File: config.mk
export PLATFORM = sky130hd
export DESIGN_NAME = tour_cmd_seq
export DESIGN_NICKNAME = d
export VERILOG_FILES = /design/src/rtl/tour_cmd_seq.sv
export SDC_FILE = /design/constraint.sdc
export NUM_CORES = 1
export LEC_CHECK = 0
export BUFFER_PORTS_ARGS = -buffer_cell sky130_fd_sc_hd__buf_4
export CAP_MARGIN = 10
export CORE_MARGIN = 2
export CORE_UTILIZATION = 45
export CTS_CLUSTER_SIZE = 30
export DETAILED_ROUTE_END_ITERATION = 16
export GPL_TIMING_DRIVEN = 1
export PLACE_DENSITY = 0.78
export SYNTH_ARGS = -nofsm -noshare
export SYNTH_HDL_FRONTEND = slang
export SYNTH_SLANG_ARGS = --single-unit
File: constraint.sdc
create_clock -name clk -period 2.85 [get_ports clk]
set_clock_uncertainty 0.1 [all_clocks]
set_input_delay 0.57 -clock clk [delete_from_list [all_inputs] [get_ports clk]]
set_output_delay 0.57 -clock clk [all_outputs]
set_load 0.01 [all_outputs]
File: src/rtl/tour_cmd_seq.sv
// Command sequencer: passes UART commands through to cmd_proc, or replays a 24-move knight's tour
// as vertical-then-horizontal leg commands. Define TOUR_FANFARE_EN to use opcode 4'h5 on the final leg.
module tour_cmd_seq (
   input  logic        clk,
   input  logic        rst_n,
   input  logic        start_tour,
   output logic [4:0]  mv_addr,
   input  logic [7:0]  mv_data,
   input  logic [15:0] uart_cmd,
   input  logic        uart_cmd_rdy,
   output logic        uart_clr_cmd_rdy,
   output logic [15:0] cmd,
   output logic        cmd_rdy,
   input  logic        clr_cmd_rdy,
   input  logic        send_resp,
   output logic        resp_snd,
   output logic [7:0]  resp,
   output logic        tour_active,
   output logic        tour_err
);

   typedef enum logic [2:0] {IDLE, PASS, LOAD, VLEG, VWAIT, HLEG, HWAIT, DONE} state_t;

   localparam logic [4:0] LAST_MOVE = 5'd23;
   localparam logic [3:0] OP_MOVE   = 4'h4;
`ifdef TOUR_FANFARE_EN
   localparam logic [3:0] OP_LAST   = 4'h5;
`else
   localparam logic [3:0] OP_LAST   = 4'h4;
`endif

   state_t      r_state;
   logic [15:0] r_cmd;
   logic        r_cmd_rdy;
   logic        r_uclr;
   logic        r_resp_snd;
   logic [7:0]  r_resp;
   logic [4:0]  r_mv_addr;
   logic        r_active;
   logic        r_err;
   logic [7:0]  r_move;
   logic        r_ld_wait;
   logic [3:0]  w_hop;

   function automatic logic is_onehot(input logic [7:0] m);
      is_onehot = (m != 8'h00) && ((m & (m - 8'h01)) == 8'h00);
   endfunction

   // Only called with a one-hot move, so the defaults cover the remaining bits.
   function automatic logic signed [2:0] move_dx(input logic [7:0] m);
      case (m)
         8'h01, 8'h20: move_dx = 3'sd1;
         8'h02, 8'h10: move_dx = -3'sd1;
         8'h04, 8'h08: move_dx = -3'sd2;
         default:      move_dx = 3'sd2;
      endcase
   endfunction

   function automatic logic signed [2:0] move_dy(input logic [7:0] m);
      case (m)
         8'h01, 8'h02: move_dy = 3'sd2;
         8'h04, 8'h80: move_dy = 3'sd1;
         8'h08, 8'h40: move_dy = -3'sd1;
         default:      move_dy = -3'sd2;
      endcase
   endfunction

   function automatic logic [15:0] leg_cmd(input logic [3:0] op, input logic signed [2:0] d,
                                           input logic vert);
      logic [7:0] hdg;
      logic [2:0] mag;
      if (vert) hdg = d[2] ? 8'h7F : 8'h00;
      else      hdg = d[2] ? 8'h3F : 8'hBF;
      mag = d[2] ? (3'd0 - d) : d;
      leg_cmd = {op, hdg, 1'b0, mag};
   endfunction

   assign w_hop = (r_mv_addr == LAST_MOVE) ? OP_LAST : OP_MOVE;

   always_ff @(posedge clk or negedge rst_n) begin
      if (!rst_n) begin
         r_state    <= IDLE;
         r_cmd      <= 16'h0000;
         r_cmd_rdy  <= 1'b0;
         r_uclr     <= 1'b0;
         r_resp_snd <= 1'b0;
         r_resp     <= 8'h00;
         r_mv_addr  <= 5'd0;
         r_active   <= 1'b0;
         r_err      <= 1'b0;
         r_move     <= 8'h00;
         r_ld_wait  <= 1'b0;
      end else begin
         r_uclr     <= 1'b0;
         r_resp_snd <= 1'b0;
         case (r_state)
            IDLE: begin
               if (start_tour) begin
                  r_mv_addr <= 5'd0;
                  r_active  <= 1'b1;
                  r_err     <= 1'b0;
                  r_ld_wait <= 1'b1;
                  r_state   <= LOAD;
               end else if (uart_cmd_rdy) begin
                  r_cmd     <= uart_cmd;
                  r_cmd_rdy <= 1'b1;
                  r_uclr    <= 1'b1;
                  r_state   <= PASS;
               end
            end
            PASS: begin
               if (r_cmd_rdy) begin
                  if (clr_cmd_rdy) r_cmd_rdy <= 1'b0;
               end else if (send_resp) begin
                  r_resp_snd <= 1'b1;
                  r_resp     <= 8'hA5;
                  r_state    <= IDLE;
               end
            end
            LOAD: begin
               // First cycle covers the move memory's read latency.
               if (r_ld_wait) begin
                  r_ld_wait <= 1'b0;
               end else if (is_onehot(mv_data)) begin
                  r_move    <= mv_data;
                  r_cmd     <= leg_cmd(OP_MOVE, move_dy(mv_data), 1'b1);
                  r_cmd_rdy <= 1'b1;
                  r_state   <= VLEG;
               end else begin
                  r_err      <= 1'b1;
                  r_active   <= 1'b0;
                  r_resp     <= 8'h45;
                  r_resp_snd <= 1'b1;
                  r_state    <= IDLE;
               end
            end
            VLEG: begin
               if (clr_cmd_rdy) begin
                  r_cmd_rdy <= 1'b0;
                  r_state   <= VWAIT;
               end
            end
            VWAIT: begin
               if (send_resp) begin
                  r_cmd     <= leg_cmd(w_hop, move_dx(r_move), 1'b0);
                  r_cmd_rdy <= 1'b1;
                  r_state   <= HLEG;
               end
            end
            HLEG: begin
               if (clr_cmd_rdy) begin
                  r_cmd_rdy <= 1'b0;
                  r_state   <= HWAIT;
               end
            end
            HWAIT: begin
               if (send_resp) begin
                  if (r_mv_addr < LAST_MOVE) begin
                     r_mv_addr <= r_mv_addr + 5'd1;
                     r_ld_wait <= 1'b1;
                     r_state   <= LOAD;
                  end else begin
                     r_state <= DONE;
                  end
               end
            end
            DONE: begin
               r_resp_snd <= 1'b1;
               r_resp     <= 8'hA5;
               r_active   <= 1'b0;
               r_state    <= IDLE;
            end
            default: r_state <= IDLE;
         endcase
      end
   end

   assign mv_addr          = r_mv_addr;
   assign cmd              = r_cmd;
   assign cmd_rdy          = r_cmd_rdy;
   assign uart_clr_cmd_rdy = r_uclr;
   assign resp_snd         = r_resp_snd;
   assign resp             = r_resp;
   assign tour_active      = r_active;
   assign tour_err         = r_err;

endmodule
# Word level (Yosys, flattened, before mapping)
# Cells that the tools add are included.
# classes
mux	66
eq_ne	34
n_reduce_logical	27
bitwise_logic	2
add_sub_neg	4
order_cmp	1
# ops
op	n
two-way mux 16 bit	5
two-way mux 3 bit	17
one-hot mux 16 bit (3 select lines)	1
two-way mux 8 bit	5
!= test 2 bit (second input constant)	13
one-hot mux 3 bit (8 select lines)	1
one-hot mux 8 bit (3 select lines)	1
two-way mux 1 bit	23
one-hot mux 3 bit (3 select lines)	2
equality test 8 x 1 -> 1 bit (second input constant)	2
equality test 8 x 2 -> 1 bit (second input constant)	2
equality test 8 x 3 -> 1 bit (second input constant)	2
equality test 8 x 4 -> 1 bit (second input constant)	2
AND reduction 4 bit	4
two-way mux 5 bit	3
OR reduction 2 bit	7
equality test 3 bit (second input constant)	4
nonzero test 3 bit	4
one-hot mux 5 bit (2 select lines)	1
one-hot mux 1 bit (3 select lines)	3
AND 8 bit	1
equality test 8 x 5 -> 1 bit (second input constant)	1
equality test 8 x 6 -> 1 bit (second input constant)	1
equality test 8 x 7 -> 1 bit (second input constant)	1
25 further kinds	28
# totals
word_cells	145
register_bits	46

# Longest topological paths before layout
# Gate-level depths: netlist (run 1).
# depth
ltp_word	12
ltp_mapped	8
depth_no_buf	8

# Worst setup path after synthesis (run 1)
# Ideal clock, no wire load.
# synth_path
path_kind	in2reg
startpoint	input port mv_data[2]
endpoint	register r_cmd[1] (netlist: cmd[1])
stages	8
t_arrival_ps	2076
setup_time_ps	125
n_path_buf	2
slack_ps	549
cell_sequence	buf_4 -> nor4_4 -> o211ai_1 -> nand2_2 -> nor2_4 -> o22ai_4 -> buf_8 -> mux2_4
# synth_between
elab_chain_len	11
elab_cells_between_ends	25
classes_between	add/sub: 2; eq/ne: 7; mux: 8; bitwise: 1; reduce/logical: 7
# synth_rtl
element	line_no	rtl
start, declared	8	input logic [7:0] mv_data,
equality test 8 x 4 -> 1 bit (tied with other cells)	60	case (m)
OR reduction 2 bit	60	
one-hot mux 3 bit (3 select lines)	60	
two-way mux 3 bit	124	end else if (is_onehot(mv_data)) begin
two-way mux 3 bit	122	if (r_ld_wait) begin
two-way mux 3 bit	96	case (r_state)
subtractor 1 x 3 -> 3 bit	74	mag = d[2] ? (3'd0 - d) : d;
two-way mux 3 bit	74	
two-way mux 16 bit	124	
two-way mux 16 bit	122	
one-hot mux 16 bit (3 select lines)	96	
end signal, assigned	105	r_cmd <= uart_cmd;
end signal, assigned	126	r_cmd <= leg_cmd(OP_MOVE, move_dy(mv_data), 1'b1);
end signal, assigned	145	r_cmd <= leg_cmd(w_hop, move_dx(r_move), 1'b0);
end, declared	33	logic [15:0] r_cmd;
# Parallel ways exist; a longest one is shown, timed or not. The select of a mux whose other input is x is not followed.
# A chain may end at the register's enable or synchronous reset.

# Final worst setup path (run 1)
# layout_path
startpoint	register r_state[2]
endpoint	register r_cmd[14] (netlist: cmd[14])
# layout_between
elab_chain_len	3
elab_cells_between_ends	11
classes_between	eq/ne: 7; mux: 1; reduce/logical: 3
# layout_rtl
element	line_no	rtl
start, declared	32	state_t r_state;
start signal, assigned	82	r_state <= IDLE;
start signal, assigned	103	r_state <= LOAD;
start signal, assigned	108	r_state <= PASS;
equality test 3 x 2 -> 1 bit (tied with other cells)	96	
!= test 2 bit (no line) / nonzero test 3 bit (equally long branches)	n/a	
AND reduction 6 bit (no line)	n/a	
# Parallel ways exist; a longest one is shown, timed or not.

==> results of run 1 <==
==> logic make-up (layout without fill, tap and decap cells) <==
kind of cell               Yosys count  count (layout)  share of synthesized area [%]
AOI/OAI and AO/OA                   57              57                           16.2
xor gates and xnor gates             7               7                           2.51
adders and majority gates            2               2                           1.02
buffers and inverters               27              82                           5.73
DFF                                 41              41                           41.9
muxes                               25              25                           12.0
other                                1               3                          0.153
and+or+nand+nor                     96              96                           20.5
==> cell usage after synthesis (3+ instances only) <==
library cell               count  share of area, %
sky130_fd_sc_hd__xor2_1        4               1.4
sky130_fd_sc_hd__mux2_4        5               3.1
sky130_fd_sc_hd__nand3_1       8               1.6
sky130_fd_sc_hd__a21oi_1       9               1.8
sky130_fd_sc_hd__nor2b_1       5               1.3
sky130_fd_sc_hd__nand4_1       3              0.77
sky130_fd_sc_hd__buf_2         4              0.82
sky130_fd_sc_hd__a22o_1        3               1.1
sky130_fd_sc_hd__o21ai_0      16               3.3
sky130_fd_sc_hd__mux2_2       13               6.0
sky130_fd_sc_hd__xnor2_1       3               1.1
sky130_fd_sc_hd__nand2b_1      4               1.0
sky130_fd_sc_hd__inv_1        10               1.5
sky130_fd_sc_hd__nor3_1        5               1.0
sky130_fd_sc_hd__o211ai_1      3              0.92
sky130_fd_sc_hd__clkbuf_1      4              0.61
sky130_fd_sc_hd__nand2_1      30               4.6
sky130_fd_sc_hd__dfrtp_1      41                42
sky130_fd_sc_hd__buf_4         6               1.8
sky130_fd_sc_hd__a211oi_1      3              0.92
sky130_fd_sc_hd__nor2_1       21               3.2
sky130_fd_sc_hd__mux2i_1       6               2.5
==> flip-flops by register name (all words and copies together) (netlist names), 3 cells and up <==
register,count
cmd,16
mv_addr,5
r_state,3
resp,3
r_move,8
==> final cells by class <==
class	count	area [sq um]	share of cell area, %
clock buffers	5	68.8	2.27
clock inverters	2	35.0	1.16
inverters	11	41.3	1.36
multi-input cells	190	1290	42.5
flip-flops and latches	41	1030	33.9
well taps	70	87.6	2.89
repair buffers	64	480	15.9
==> per-layer routing <==
metal  GRT usage (%)  share of wire [%]
met3            3.95                6.4
met2            27.6                 45
met1            25.3                 47
met4            6.61                1.6
met5               0                  0
==> critical path, cell delays in order (launching register included) <==
cell	delay [ps]
sky130_fd_sc_hd__dfrtp_1	720
sky130_fd_sc_hd__a21oi_1	110
sky130_fd_sc_hd__or3_1	390
sky130_fd_sc_hd__o22ai_4	410
sky130_fd_sc_hd__mux2_2	390
==> stage by stage <==
| step | total power [mW] | hold slack [ps] | worst slack [ps] | cells |
|---|---|---|---|---|
| final | 2.90 | 155 | 605 | 383 |
| after global routing | 3.13 | 188 | 462 | 383 |
| after CTS | 2.93 | 162 | 595 | 383 |
| after detailed placement | 2.48 | 380 | 359 | 376 |
| after global placement | 2.45 | 388 | 412 | 376 |
| after floorplan | 2.00 | 174 | 549 | 258 |
==> how the worst min path moves through the flow <==
stage	slack (ps)	endpoint	start	cells after the start
final	160	cmd[5]	rst_n	1
after global routing	190	cmd[15]	rst_n	1
after CTS	160	cmd[5]	rst_n	1
after detailed placement	380	resp[2]	resp[2]	1
after global placement	390	resp[2]	resp[2]	1
after floorplan	170	cmd[0]	rst_n	0
==> power by group through the flow <==
stage / clock (mW) / sequential [mW] / combinational [mW]
detailed placement: 0 / 1.02 / 1.46
global route: 0.486 / 1.04 / 1.60
finish: 0.444 / 1.01 / 1.45
CTS: 0.458 / 1.01 / 1.47
global placement: 0 / 1.01 / 1.44
floorplan: 0 / 1.00 / 0.999
==> impl_summary.log, run 1 <==
INFO  metric intPower = 1.81 mW
INFO  metric worst_r2r_src = r_state[2]
INFO  metric combPwrFrac = 50.1%
INFO  metric timing.max_cap.violations = 0
INFO  metric startpoint_type = flip-flop
INFO  metric detail_route.wirelength = 5260 um
INFO  metric total_routing_usage_reported_by_global_routing = 18.1%
INFO  metric routabilityCongestion = 0.878
INFO  metric cts_inserted_buffers = 5
INFO  metric ioPinCount = 64
INFO  metric max_slew.worst_pin.slew = 654 ps
INFO  metric hold_path_class = input port to asynchronous set/reset pin
INFO  metric finalInstanceArea = 3030 sq um
INFO  metric sequentialPowerShare = 34.7%
INFO  metric tritoncts_num_sinks = 41
INFO  metric switchingPower = 1.09 mW
INFO  metric floorplan.die.height = 77.7 um
INFO  metric number_of_antenna_violations_at_the_first_check_in_global_routing = 0
INFO  metric start_util = 47.3%
INFO  metric critical_path.startpoint = r_state[2]
INFO  metric core_region_area = 5170 sq um
INFO  metric grt_pass1_vias = 1830
INFO  metric post_cts_hold_buffer_count = 0
INFO  metric seq_area_frac_synth = 41.9%
INFO  metric r2r_cells = 4
INFO  metric clk_root_buffer_cell = sky130_fd_sc_hd__clkbuf_8
INFO  metric flow.area_growth_from_synthesis = 23.7%
INFO  metric nFillCells = 463
INFO  metric worstSetupPathType = flip-flop to flip-flop
INFO  metric fp.dieArea = 6040 sq um
INFO  metric cp_max_fo = 21
INFO  metric via_count = 2064
INFO  metric yosys_register_bits = 41
INFO  metric critical_path.endpoint_type = flip-flop
INFO  metric max_freq = 445 MHz
INFO  metric netlist_instances = 256
INFO  metric number_of_enable_flip_flop_cells_after_synthesis = 0
INFO  metric antennaDiodeCount = 0
INFO  metric first_pass_grt_wire_length = 8770 um
INFO  metric clkLatencyLatePin = 290 ps
INFO  metric crit_path_end = cmd[14]
INFO  metric cts.repair_timing.setup_buffer_count = 0
INFO  metric worst-r2r-setup-slack = 600 ps
INFO  metric port_buffer_cells = 60
INFO  metric power.share.switching = 37.7%
INFO  metric dr.first_iter.drc_count = 200
INFO  metric dp_hpwl = 3960 um
INFO  metric grt_max_degree = 42
INFO  metric cellPowerDensity = 960 nW/um^2
INFO  metric slew-limit-headroom = 56.4%
INFO  metric htree_levels = 2
INFO  metric gr-total-overflow = 0
INFO  metric drv_slew = 0
INFO  metric mostFrequentLayoutCell = sky130_fd_sc_hd__buf_4
INFO  metric avgSynthCellArea = 9.56 sq um
INFO  metric cellLeakagePower = 1.42 nW
INFO  metric worst_r2r_endpoint = cmd[14]
INFO  metric ctsLongestPathBuffers = 2
INFO  metric fin_crit_sh = 78.8%
INFO  metric clock_power_share = 15.3%
INFO  metric synth.lib_cells_used.distinct = 63
INFO  metric report.final.hold_viol_count = 0
INFO  metric cts_tree = yes
INFO  metric yosysWarningCount = 0
INFO  metric ir_drop = 0.449 mV
INFO  metric asyncSetResetFlopFracSynth = 100%
INFO  metric placement_rows = 26
INFO  metric route.detailed.vias_per_inst = 5.39
INFO  metric wl_per_cell = 13.7 um
INFO  metric worst_setup_hold_path_clk_slew = 80 ps
INFO  metric synthesis.area = 2450 sq um
INFO  metric drt.antenna.violating_nets = 0
INFO  metric timing.final.crit_period = 2250 ps
INFO  metric worstPathArrival = 2320 ps
INFO  metric die_width = 77.7 um
INFO  metric placed_area = 2920 sq um
INFO  metric setup_viol = 0
INFO  metric setup_repair_after_global_routing_missed_its_margin = false
INFO  metric worstPathRequired = 2930 ps
INFO  metric ys_dominant_reg_cell = sky130_fd_sc_hd__dfrtp_1
INFO  metric post-route-drc-count = 0
INFO  metric outcome = finished, final reports clean
INFO  metric number_of_instances_resized_during_post_cts_repair = 0
INFO  metric drt_pre_antenna_iters = 4
INFO  metric setup_tns = 0 ps
INFO  metric drive_above_1_share = 33.2%
INFO  metric mostFrequentLayoutCells = sky130_fd_sc_hd__buf_4, sky130_fd_sc_hd__dfrtp_1, sky130_fd_sc_hd__nand2_1, sky130_fd_sc_hd__nor2_1, sky130_fd_sc_hd__o21ai_0
INFO  metric layout.nets = 345
INFO  metric finalCoreUtilization = 58.5%
No activity file was read; power rests on OpenSTA's default activity.
==> run 2: changes to the inputs <==
ABC_AREA = 1   (was default)
clock period = 2.2 ns   (was 2.85 ns; I/O delays follow)
==> run 2 against run 1 <==
Non-clock buffer count is 1 higher. Area after synthesis is 0.92% higher. Sequential power is 23% higher. Clock power is 60% higher. Final area is 1.9% higher. Combinational power is 42% higher. Fmax is 15% higher. Power is 38% higher. Die area is 0.88% higher. Via count is 16% higher. Critical endpoint is now mv_addr[0]. Largest cell class unchanged.
==> impl_summary.log, run 2 <==
INFO  metric outcome = finished, final reports clean
INFO  metric synth.cells.most_frequent = sky130_fd_sc_hd__nand2_1, sky130_fd_sc_hd__nand3_1, sky130_fd_sc_hd__dfrtp_1
INFO  metric ioPinCount = 64
INFO  metric cts_tree = yes
INFO  metric worstSetupPathType = flip-flop to flip-flop
INFO  metric max_slew.worst_pin.slew = 522 ps
INFO  metric number_of_enable_flip_flop_cells_after_synthesis = 0
INFO  metric worstPathRequired = 2290 ps
INFO  metric yosysWarningCount = 0
INFO  metric slowest_stage = sky130_fd_sc_hd__dfrtp_1
INFO  metric report.final.hold_viol_count = 0
INFO  metric switchingPower = 1.72 mW
INFO  metric drt.antenna.violating_nets = 0
INFO  metric synth.most_common_cell = sky130_fd_sc_hd__nand2_1
INFO  metric ys_dominant_reg_cell = sky130_fd_sc_hd__dfrtp_1
INFO  metric netlist_instances = 343
INFO  metric clkLatencyLatePin = 290 ps
INFO  metric mostFrequentLayoutCell = sky130_fd_sc_hd__nand2_1
INFO  metric total_routing_usage_reported_by_global_routing = 20.7%
INFO  metric detail_route.wirelength = 5970 um
INFO  metric grt_pass1_vias = 2263
INFO  metric timing.max_cap.violations = 0
INFO  metric avgSynthCellArea = 7.20 sq um
INFO  metric core_region_area = 5200 sq um
INFO  metric max_freq = 511 MHz
INFO  metric worst_path_most_repeated_cell = sky130_fd_sc_hd__nor2_1
INFO  metric drive_above_1_share = 23.5%
INFO  metric post-route-drc-count = 0
INFO  metric dr.first_iter.drc_count = 190
INFO  metric synth.lib_cells_used.distinct = 32
INFO  metric cp.buffers_inverters = 0
INFO  metric cp_max_fo = 7
INFO  metric ir_drop = 0.527 mV
INFO  metric crit_chain = nand2_1 -> nor2_1 -> nand3_1 -> nand4_1 -> nor2_1 -> o21ai_0 -> o21a_1
INFO  metric placed_area = 2950 sq um
INFO  metric fin_crit_sh = 88.9%
INFO  metric number_of_antenna_violations_at_the_first_check_in_global_routing = 0
INFO  metric placement_rows = 26
INFO  metric drt_pre_antenna_iters = 4
INFO  metric post_cts_hold_buffer_count = 0
INFO  metric worst_setup_hold_path_clk_slew = 80 ps
INFO  metric sequentialPowerShare = 30.9%
INFO  metric setup_tns = 0 ps
INFO  metric port_buffer_cells = 60
INFO  metric start_util = 47.4%
INFO  metric worst_hold_slack = 24.4 ps
INFO  metric power.share.switching = 42.8%
INFO  metric stdcell_count = 475
INFO  metric dp_cells = 467
INFO  metric grt_max_degree = 42
INFO  metric dp_hpwl = 4510 um
INFO  metric cts_inserted_buffers = 5
INFO  metric floorplan.die.height = 78.1 um
INFO  metric startpoint_type = flip-flop
INFO  metric seq_area_frac_synth = 41.6%
INFO  metric asyncSetResetFlopFracSynth = 100%
INFO  metric htree_levels = 2
INFO  metric intPower = 2.30 mW
INFO  metric slew-limit-headroom = 65.2%
INFO  metric clock_power_share = 17.7%
INFO  metric number_of_instances_resized_during_post_cts_repair = 0
INFO  metric routabilityCongestion = 0.874
INFO  metric ctsLongestPathBuffers = 2
INFO  metric synth_top_area_cell = sky130_fd_sc_hd__dfrtp_1
INFO  metric combPwrFrac = 51.4%
INFO  metric flow.area_growth_from_synthesis = 24.9%
INFO  metric fp.dieArea = 6090 sq um
INFO  metric synth_top_area_share = 41.6%
INFO  metric finalInstanceArea = 3080 sq um
INFO  metric tritoncts_num_sinks = 41
INFO  metric cellPowerDensity = 1300 nW/um^2
INFO  metric timing.final.crit_period = 1960 ps
INFO  metric setup_viol = 0
INFO  metric layout.nets = 436
INFO  metric cellLeakagePower = 1.76 nW
INFO  metric hold_path_class = input port to asynchronous set/reset pin
INFO  metric setup_repair_after_global_routing_missed_its_margin = false
INFO  metric power.total = 4.02 mW
INFO  metric main_area_contributors_after_synthesis = sky130_fd_sc_hd__dfrtp_1, sky130_fd_sc_hd__nand2_1, sky130_fd_sc_hd__nand3_1
INFO  metric worstPathArrival = 2040 ps
INFO  metric die_width = 78.1 um
INFO  metric cts.repair_timing.setup_buffer_count = 0
INFO  metric wl_per_cell = 12.6 um
INFO  metric gr-total-overflow = 0
INFO  metric drv_slew = 0
INFO  metric mostFrequentLayoutCells = sky130_fd_sc_hd__nand2_1, sky130_fd_sc_hd__buf_4, sky130_fd_sc_hd__nand3_1, sky130_fd_sc_hd__dfrtp_1, sky130_fd_sc_hd__nor2_1
INFO  metric synthesis.area = 2470 sq um
INFO  metric critPathTopFamily = simple AND/OR/NAND/NOR gates
INFO  metric route.detailed.vias_per_inst = 5.06
INFO  metric cpPeakStageDelay = 480 ps
INFO  metric largest_reg_flops = 16
INFO  metric via_count = 2403
INFO  metric first_pass_grt_wire_length = 10200 um
INFO  metric critical_path.endpoint_type = flip-flop
INFO  metric yosys_register_bits = 41
INFO  metric antennaDiodeCount = 0
INFO  metric clk_root_buffer_cell = sky130_fd_sc_hd__clkbuf_8
-- run 2: path summary, 6_finish.rpt --
check                                  start               end  slack (ps)  cells after the start
worst max register to register    r_state[2]        mv_addr[0]         240                      7
worst min-delay path                   rst_n            cmd[5]          20                      1
worst max-delay path              r_state[2]        mv_addr[0]         240                      7
max in group asynchronous              rst_n        mv_addr[0]        1620                      1
worst min register to register        cmd[0]            cmd[0]         370                      2
min in group clk                uart_cmd_rdy  uart_clr_cmd_rdy         310                      3
-- run 2: stage by stage --
step / utilization [%] / worst slack (ps)
floorplan: - / 381
finish: 59.2 / 244
global placement: 56.7 / 175
global route: 59.2 / 73.8
detailed placement: 56.7 / 97.4
CTS: 59.2 / 239
-- run 2: area by class of cell --
type | instances | area [sq um]
fillers | 490 | 2120
multi-input cells | 258 | 1220
flip-flops and latches | 41 | 1030
repair buffers | 65 | 488
inverters | 33 | 124
well taps | 70 | 87.6
clock buffers | 5 | 68.8
clock inverters | 3 | 65.1
-- run 2: per-layer routing --
metal / part of all wire, % / vias up / track usage, %
met4: 1.8 / 0 / 7.54
met5: 0 / - / 0
li1: - / 1205 / -
met1: 45 / 1118 / 27.1
met2: 48 / 71 / 34.2
met3: 5.3 / 9 / 3.91
-- run 2: power groups by stage --
stage               clock (mW)  combinational [mW]  sequential (mW)
floorplan                    0                1.37             1.29
global placement             0                2.02             1.25
detailed placement           0                2.07             1.25
CTS                      0.729                2.08             1.24
global route             0.759                2.34             1.28
finish                   0.710                2.06             1.24
-- run 2: cells by family after synthesis --
kind of cell / Yosys count / synth area share [%]
simple gates: 227 / 41.8
buf+inv: 46 / 9.17
flops: 41 / 41.6
compound gates: 22 / 4.87
xor+xnor: 4 / 1.42
fa+ha+maj: 2 / 1.01
other cells: 1 / 0.152
-- run 2: worst reg2reg max path: stages (launching register included) --
cell and delay, ps:
sky130_fd_sc_hd__dfrtp_1 480, sky130_fd_sc_hd__nand2_1 160, sky130_fd_sc_hd__nor2_1 130, sky130_fd_sc_hd__nand3_1 180, sky130_fd_sc_hd__nand4_1 130, sky130_fd_sc_hd__nor2_1 380
sky130_fd_sc_hd__o21ai_0 160, sky130_fd_sc_hd__o21a_1 130
==> run 3: changes to the inputs <==
BUFFER_PORTS_ARGS = -buffer_cell sky130_fd_sc_hd__buf_2   (was -buffer_cell sky130_fd_sc_hd__buf_4)
CORE_ASPECT_RATIO = 1.25   (was default)
CORE_UTILIZATION = 53   (was 45)
PLACE_DENSITY = 0.88   (was 0.78)
==> run 3 against run 2 <==
Critical path depth decreased by 1. Utilization increased by 5.9 points. Fmax fell by 0.25%. Non-clock buffer count up 2. Count of clock-buffer cells in the layout grew 2. Register-to-register slack barely moved. Combinational power fell by 5%. Via count increased by 0.21%. First-iteration DRC count down 25%. Sequential power about the same.
==> impl_summary.log, run 3 (synthesis results as in run 2) <==
INFO  metric outcome = finished, final reports clean
INFO  metric layout.nets = 438
INFO  metric finalCoreUtilization = 65.1%
INFO  metric clkLatencyLatePin = 300 ps
INFO  metric die_width = 65.0 um
INFO  metric mostFrequentLayoutCell = sky130_fd_sc_hd__nand2_1
INFO  metric wl_per_cell = 12.3 um
INFO  metric dp_cells = 457
INFO  metric gr-total-overflow = 0
INFO  metric first_pass_grt_wire_length = 9730 um
INFO  metric setup_viol = 0
INFO  metric number_of_antenna_violations_at_the_first_check_in_global_routing = 0
INFO  metric crit_chain = nand2_1 -> nor2_1 -> nand3_1 -> nand4_1 -> nor2_2 -> o21a_1
INFO  metric total_routing_usage_reported_by_global_routing = 23.9%
INFO  metric cpPeakStageDelay = 520 ps
INFO  metric cellLeakagePower = 1.72 nW
INFO  metric max_freq = 510 MHz
INFO  metric dp_worst_setup_slack = 55.6 ps
INFO  metric cts.repair_timing.setup_buffer_count = 0
INFO  metric dr.first_iter.drc_count = 142
INFO  metric port_buffer_cells = 60
INFO  metric worst_setup_hold_path_clk_slew = 80 ps
INFO  metric setup_repair_after_global_routing_missed_its_margin = false
INFO  metric worst_hold_slack = 95.9 ps
INFO  metric cts_inserted_buffers = 5
INFO  metric worst_slack = 239 ps
INFO  metric placement_rows = 27
INFO  metric critical_path.endpoint_type = flip-flop
INFO  metric start_util = 55.4%
INFO  metric flow.area_growth_from_synthesis = 17.6%
INFO  metric finalInstanceArea = 2900 sq um
INFO  metric htree_levels = 2
INFO  metric antennaDiodeCount = 0
INFO  metric ir_drop = 0.715 mV
INFO  metric max_slew.worst_pin.slew = 514 ps
INFO  metric post_cts_hold_buffer_count = 0
INFO  metric number_of_instances_resized_during_post_cts_repair = 0
INFO  metric drt.antenna.violating_nets = 0
INFO  metric hold_path_class = input port to asynchronous set/reset pin
INFO  metric timing.final.crit_period = 1960 ps
INFO  metric worstPathRequired = 2300 ps
INFO  metric via_count = 2408
INFO  metric report.final.hold_viol_count = 0
INFO  metric slew-limit-headroom = 65.7%
INFO  metric mostFrequentLayoutCells = sky130_fd_sc_hd__nand2_1, sky130_fd_sc_hd__buf_2, sky130_fd_sc_hd__nand3_1, sky130_fd_sc_hd__dfrtp_1
INFO  metric tritoncts_num_sinks = 41
INFO  metric drive_above_1_share = 24.1%
INFO  metric routabilityCongestion = 0.887
INFO  metric cp_max_fo = 7
INFO  metric power.total = 3.73 mW
INFO  metric fin_crit_sh = 89.2%
INFO  metric grt_max_degree = 42
INFO  metric largest_reg_flops = 16
INFO  metric placed_area = 2800 sq um
INFO  metric drt_pre_antenna_iters = 4
INFO  metric drv_slew = 0
INFO  metric startpoint_type = flip-flop
INFO  metric worstPathArrival = 2060 ps
INFO  metric detail_route.wirelength = 5710 um
INFO  metric timing.max_cap.violations = 0
INFO  metric dp_hpwl = 4310 um
INFO  metric ctsLongestPathBuffers = 2
INFO  metric stdcell_count = 465
INFO  metric cts_tree = yes
INFO  metric slowest_stage = sky130_fd_sc_hd__dfrtp_1
INFO  metric fp.dieArea = 5220 sq um
INFO  metric grt_pass1_vias = 2278
INFO  metric floorplan.die.height = 80.3 um
INFO  metric core_region_area = 4460 sq um
INFO  metric setup_tns = 0 ps
INFO  metric worstSetupPathType = flip-flop to flip-flop
INFO  metric ioPinCount = 64
INFO  metric route.detailed.vias_per_inst = 5.18
INFO  metric cellPowerDensity = 1290 nW/um^2
INFO  metric nFillCells = 393
INFO  metric post-route-drc-count = 0
INFO  metric clk_root_buffer_cell = sky130_fd_sc_hd__clkbuf_8
[run 3: cell types whose count changed in the layout (fill, tap and decap cells not counted)]
cell | previous run | this run
sky130_fd_sc_hd__nor2_1 | 30 | 29
sky130_fd_sc_hd__nor2_2 | 2 | 3
sky130_fd_sc_hd__buf_4 | 65 | 7
sky130_fd_sc_hd__buf_2 | 0 | 60
sky130_fd_sc_hd__clkbuf_8 | 5 | 7
sky130_fd_sc_hd__bufinv_16 | 2 | 0
[run 3: power breakdown]
| part | internal [mW] | switching (mW) |
|---|---|---|
| logic | 0.716 | 1.24 |
| clock network | 0.284 | 0.262 |
| registers | 1.03 | 0.203 |
[run 3: final timing paths]
check,from,to,slack (ps),cells after the start
worst min-delay path,rst_n,cmd_rdy,100,2
worst max register to register,r_state[2],mv_addr[0],240,6
worst min register to register,cmd[5],cmd[5],370,2
worst max-delay path,r_state[2],mv_addr[0],240,6
max in group asynchronous,rst_n,resp[5],1550,2
min in group clk,uart_cmd_rdy,uart_clr_cmd_rdy,280,3
[run 3: cell type report]
| type | instances | area, sq um | share of cell area [%] |
|---|---|---|---|
| multi-input cells | 258 | 1230 | 42.2 |
| flip-flops and latches | 41 | 1030 | 35.3 |
| repair buffers | 67 | 353 | 12.2 |
| inverters | 33 | 124 | 4.27 |
| clock buffers | 7 | 96.3 | 3.32 |
| well taps | 58 | 72.6 | 2.50 |
| clock inverters | 1 | 5.00 | 0.172 |
[run 3: critical path, delay by kind of cell, from the launching register on]
family	cells	cell delay [ps]
AND/OR/NAND/NOR	5	1070
flip-flops	1	520
AO/OA/AOI/OAI	1	180
[run 3: routing by layer]
metal	wire length [um]	GRT usage [%]	vias to the layer above
met3	371	4.34	9
met1	2310	27.8	1103
met2	2950	44.2	84
met4	76	7.71	0
li1	-	-	1212
met5	0	0	-
